## src/rtl/bus_arbiter.sv

```systemverilog
// Round-robin bus arbiter with a bounded grant length and a one-cycle gap between owners.
// Latency: one cycle from request to grant; every output comes straight from a register.
// Backpressure: requesters hold req until granted; a long grant is cut at TIMEOUT cycles.
module bus_arbiter #(
    parameter int NREQ    = 4,
    parameter int TIMEOUT = 16
) (
    input  logic                    clk,
    input  logic                    rst_n,
    input  logic [NREQ-1:0]         req,
    input  logic [NREQ-1:0]         done,
    output logic [NREQ-1:0]         gnt,
    output logic [$clog2(NREQ)-1:0] gnt_id,
    output logic                    busy,
    output logic                    timeout_err
);

    localparam int IW = $clog2(NREQ);
    localparam int CW = $clog2(TIMEOUT);

    typedef enum logic [1:0] {
        S_IDLE    = 2'd0,
        S_GRANT   = 2'd1,
        S_RELEASE = 2'd2
    } state_t;

    state_t          state_q;
    logic [NREQ-1:0] gnt_q;
    logic [IW-1:0]   gnt_id_q;
    logic [IW-1:0]   last_owner_q;
    logic            busy_q;
    logic            timeout_err_q;
    logic [CW-1:0]   cnt_q;

    // Arbitration result for the next edge
    logic            win_vld_d;
    logic [IW-1:0]   win_idx_d;
    logic [NREQ-1:0] win_onehot_d;

    // Conditions of the current owner while in GRANT
    logic            owner_req;
    logic            owner_done;
    logic            cnt_max;
    logic            grant_end_d;
    logic            timeout_err_d;

    // Round-robin search starting just above the last owner; descending loop so the
    // nearest candidate is the one assigned last and therefore wins.
    always_comb begin
        logic [IW-1:0] cand;
        int            sum;
        win_vld_d    = 1'b0;
        win_idx_d    = '0;
        cand         = '0;
        sum          = 0;
        for (int k = NREQ; k >= 1; k--) begin
            sum  = (int'(last_owner_q) + k) % NREQ;
            cand = IW'(sum);
            if (req[cand]) begin
                win_vld_d = 1'b1;
                win_idx_d = cand;
            end
        end
        win_onehot_d            = '0;
        win_onehot_d[win_idx_d] = 1'b1;
    end

    // Release decision for the current owner; done wins over the timeout so an
    // orderly finish on the last allowed cycle is never flagged as an error.
    always_comb begin
        owner_req     = req[gnt_id_q];
        owner_done    = done[gnt_id_q];
        cnt_max       = (cnt_q == CW'(TIMEOUT - 1));
        grant_end_d   = owner_done || !owner_req || cnt_max;
        timeout_err_d = cnt_max && owner_req && !owner_done;
    end

    // Arbiter FSM; all outputs are registered here
    always_ff @(posedge clk or negedge rst_n) begin
        if (!rst_n) begin
            state_q       <= S_IDLE;
            gnt_q         <= '0;
            gnt_id_q      <= '0;
            last_owner_q  <= IW'(NREQ - 1);
            busy_q        <= 1'b0;
            timeout_err_q <= 1'b0;
            cnt_q         <= '0;
        end else begin
            timeout_err_q <= 1'b0;
            case (state_q)
                // RELEASE arbitrates exactly like IDLE, so it always lasts one cycle
                S_IDLE, S_RELEASE: begin
                    if (win_vld_d) begin
                        state_q      <= S_GRANT;
                        gnt_q        <= win_onehot_d;
                        gnt_id_q     <= win_idx_d;
                        last_owner_q <= win_idx_d;
                        busy_q       <= 1'b1;
                        cnt_q        <= '0;
                    end else begin
                        state_q <= S_IDLE;
                        gnt_q   <= '0;
                        busy_q  <= 1'b0;
                    end
                end
                S_GRANT: begin
                    if (grant_end_d) begin
                        state_q       <= S_RELEASE;
                        gnt_q         <= '0;
                        busy_q        <= 1'b0;
                        timeout_err_q <= timeout_err_d;
                    end else begin
                        cnt_q <= cnt_q + CW'(1);
                    end
                end
                default: begin
                    state_q <= S_IDLE;
                    gnt_q   <= '0;
                    busy_q  <= 1'b0;
                end
            endcase
        end
    end

    assign gnt         = gnt_q;
    assign gnt_id      = gnt_id_q;
    assign busy        = busy_q;
    assign timeout_err = timeout_err_q;

endmodule

```

## config.mk

```make
export PLATFORM = sky130hd
export DESIGN_NAME = bus_arbiter
export DESIGN_NICKNAME = d
export VERILOG_FILES = /design/src/rtl/bus_arbiter.sv
export SDC_FILE = /design/constraint.sdc
export NUM_CORES = 1
export LEC_CHECK = 0
export CAP_MARGIN = 20
export CORE_ASPECT_RATIO = 1.25
export CORE_MARGIN = 4
export CORE_UTILIZATION = 42
export CTS_CLUSTER_SIZE = 24
export DETAILED_ROUTE_END_ITERATION = 10
export PLACE_DENSITY = 0.84
export SLEW_MARGIN = 0
export SYNTH_ARGS = -nofsm -noshare
export SYNTH_HDL_FRONTEND = slang
export SYNTH_SLANG_ARGS = --single-unit
export TNS_END_PERCENT = 100
```

## constraint.sdc

```tcl
create_clock -name clk -period 1.35 [get_ports clk]
set_input_delay 0.135 -clock clk [delete_from_list [all_inputs] [get_ports clk]]
set_output_delay 0.135 -clock clk [all_outputs]
set_load 0.02 [all_outputs]
```

==> results.py <==
metrics = {
    "setup_path": {
        "cp-end-kind": "register",
        "crit_start": "gnt_id[0]",
        "cp.arrival_ns": 1.70,
        "r2r_slack_ns": -0.15,
        "cp-start-kind": "register",
        "worstReg2RegStart": "gnt_id[0]",
        "reg2reg_depth": 5,
        "critical_path_class": "reg2reg",
        "crit_fanout": 4,
        "cp_data_required_time_ns": 1.55,
    },
    "timing": {
        "finalHoldViolCount": 0,
        "slew_violations": 0,
        "rsz0062_at_grt": "true",
        "period_share_pct": 111,
        "setup_viol": 10,
        "worst_slew_pin_slew_ns": 0.285,
        "hold_ws_ns": 0.178,
        "fmax_mhz": 667,
        "skew_ns": 0.00168,
        "min_period_ns": 1.50,
        "relSlewSlack_pct": 80.9,
        "setup_ws_ns": -0.149,
    },
    "clock_tree": {
        "numCtsBuffers": 3,
        "htreeDepth": 1,
        "clkTransAtPathRegs_ns": 0.09,
        "hold_buffers": 0,
        "insertion_delay_ns": 0.27,
        "cts_root_buffer": "clkbuf_4",
        "clock_sinks": 15,
        "cts_tree": "yes",
        "cts_buffer_depth": 2,
    },
    "place": {
        "dp.cells": 127,
        "dp_slack_ns": -0.326,
        "gp_congestion": 0.823,
        "dpl.hpwl_um": 1450,
        "port_buffers": 17,
        "place_area_um2": 1080,
    },
    "status": {
        "failed_checks": "setup timing",
        "status": "complete, but fails checks",
    },
    "floorplanning": {
        "start_util_pct": 45.9,
        "dieHeight_um": 55.3,
        "io_pins": 18,
        "core_um2": 1640,
        "dieWidth_um": 45.9,
        "die_area_um2": 2540,
        "num_rows": 16,
    },
    "synthesis": {
        "syn_avg_cell_area_um2": 10.2,
        "ys_ff_latch": 15,
        "syn-cell-area_um2": 753,
        "syn-num-nets": 85,
        "ys_warn_count": 0,
        "yosysUniqueCellTypes": 28,
        "yosysSeqAreaShare_pct": 50.2,
        "syn_inst": 74,
    },
    "pwr": {
        "power.density_nw_per_um2": 2000,
        "combPwrFrac_pct": 56.7,
        "switchingPower_w": 0.000915,
        "p_leak_nw": 0.573,
        "seqPwrFrac_pct": 32.6,
        "vdd_drop_max_uv": 908,
        "switching_share_pct": 39.2,
        "totalPowerFinal_w": 0.00233,
        "power.internal_w": 0.00142,
        "p_clk_share_pct": 10.7,
    },
    "global_route": {
        "grtUsageTotal_pct": 16.7,
        "first_global_vias": 705,
        "overflow": 0,
        "grt_pass1_wl_um": 3130,
        "antenna_found_initial": 0,
        "grt_max_degree": 16,
    },
    "cells_and_area": {
        "antenna_cells": 0,
        "area_growth_pct": 54.5,
        "final_area_um2": 1160,
        "instances_no_fill": 134,
        "drive_gt1_share_pct": 32.8,
        "final_nets": 128,
    },
    "detailed_routing": {
        "drt-total-wl_um": 2030,
        "drtPass1Iterations": 4,
        "drc_errors": 0,
        "drt_iter0_drc": 7,
        "via_count": 738,
        "routed_via_density": 5.51,
        "wl_per_cell_um": 15.1,
        "postRouteAntennaNets": 0,
    },
    "hold_path": {
        "hold_class": "in2async",
    },
    "job": {
        "cap_violations": 0,
    },
}
## cells in the final DEF (no fill, tap or decap), drive strengths merged, types with 2 or more instances in the layout
master         Yosys  routed
buf                1      23
dfrtp             13      13
clkdlybuf4s50      0       9
a21oi              7       7
dlygate4sd2        0       7
nand2b             6       6
nand2              6       6
nor2               6       6
inv                4       4
mux2i              4       4
clkbuf             0       4
and3               3       3
a22o               2       2
dfstp              2       2
nand3              2       2
o21ai              2       2
o2bb2ai            2       2
## Yosys cell counts (all sizes together)
cell type  instances  area (um2)
dfrtp             13         325
a21oi              7        35.0
nand2              6        22.5
nand2b             6        37.5
nor2               6        22.5
inv                4        15.0
mux2i              4        40.0
and3               3        18.8
a22o               2        17.5
dfstp              2        52.6
nand3              2        10.0
o21ai              2        10.0
o2bb2ai            2        17.5
a211o              1        8.76
a211oi             1        7.51
a21o               1        7.51
a221oi             1        15.0
and2b              1        7.51
and4               1        8.76
buf                1        11.3
ha                 1        12.5
nand3b             1        7.51
nand4              1        6.26
nor3               1        5.00
o211ai             1        7.51
o22a               1        8.76
o311ai             1        8.76
or2                1        6.26
## repair_timing
action                                 CTS  global route
setup endpoints to repair               20            14
endpoints found under the hold margin    0             0
gates resized for setup                 16             6
pin swaps                                7             7
setup buffers                            5             0
gates cloned                             0             0
## power groups by stage
stage / clock [W] / combinational [W] / sequential [W]
final: 0.000250 / 0.00132 / 0.000759
after global routing: 0.000282 / 0.00141 / 0.000773
after CTS: 0.000254 / 0.00130 / 0.000746
after detailed placement: 0 / 0.00119 / 0.000772
after global placement: 0 / 0.00116 / 0.000757
after floorplan: 0 / 0.000483 / 0.000876
## kinds of logic after synthesis
kind of cell | share of synthesized area (%)
multiplexers | 5.32
AND/OR/NAND/NOR | 20.3
adder cells (fa/ha/maj) | 1.66
AO/OA/AOI/OAI | 19.1
buffers and inverters | 3.49
flip-flops | 50.2
## worst paths after layout
path	end
setup / recovery	cnt_q[2]
hold / removal	state_q[0]
setup reg to reg	cnt_q[2]
hold reg to reg	gnt[2]
max in group asynchronous	last_owner_q[1]
min in group clk	gnt[2]
## through the flow
| stage | util [%] | setup TNS [ns] |
|---|---|---|
| 2_1_floorplan | - | -0.526 |
| 3_3_place_gp | 65.8 | -2.94 |
| 3_5_place_dp | 65.8 | -3.11 |
| 4_1_cts | 70.4 | -0.902 |
| 5_1_grt | 70.9 | -1.16 |
| 6_report | 70.9 | -0.651 |
## worst max-delay path, stage by stage (launching register included)
cell and delay [ns]:
dfrtp_2 0.44, buf_4 0.15, o311ai_4 0.30, buf_4 0.18, and4_1 0.19, mux2i_1 0.17
## registers in the layout, summed over array words and instances, names as in the netlist
| name | count |
|---|---|
| cnt_q | 4 |
| last_owner_q | 2 |
| timeout_err | 1 |
| gnt | 4 |
| gnt_id | 2 |
| state_q | 2 |
## area by class of cell
type	count	area (um2)
well taps	18	22.5
repair buffers	39	325
inverters	4	15.0
multi-input cells	54	394
fillers	120	478
clock buffers	4	26.3
flip-flops and latches	15	380
## routing by layer
layer	up-vias	share of wire, %	track usage [%]
met5	-	0	0
met4	0	1.3	9.76
met3	2	3.3	2.27
met2	14	55	29.3
met1	364	40	17.6
li1	358	-	-
Note: power is estimated with default switching activity, not from simulation.
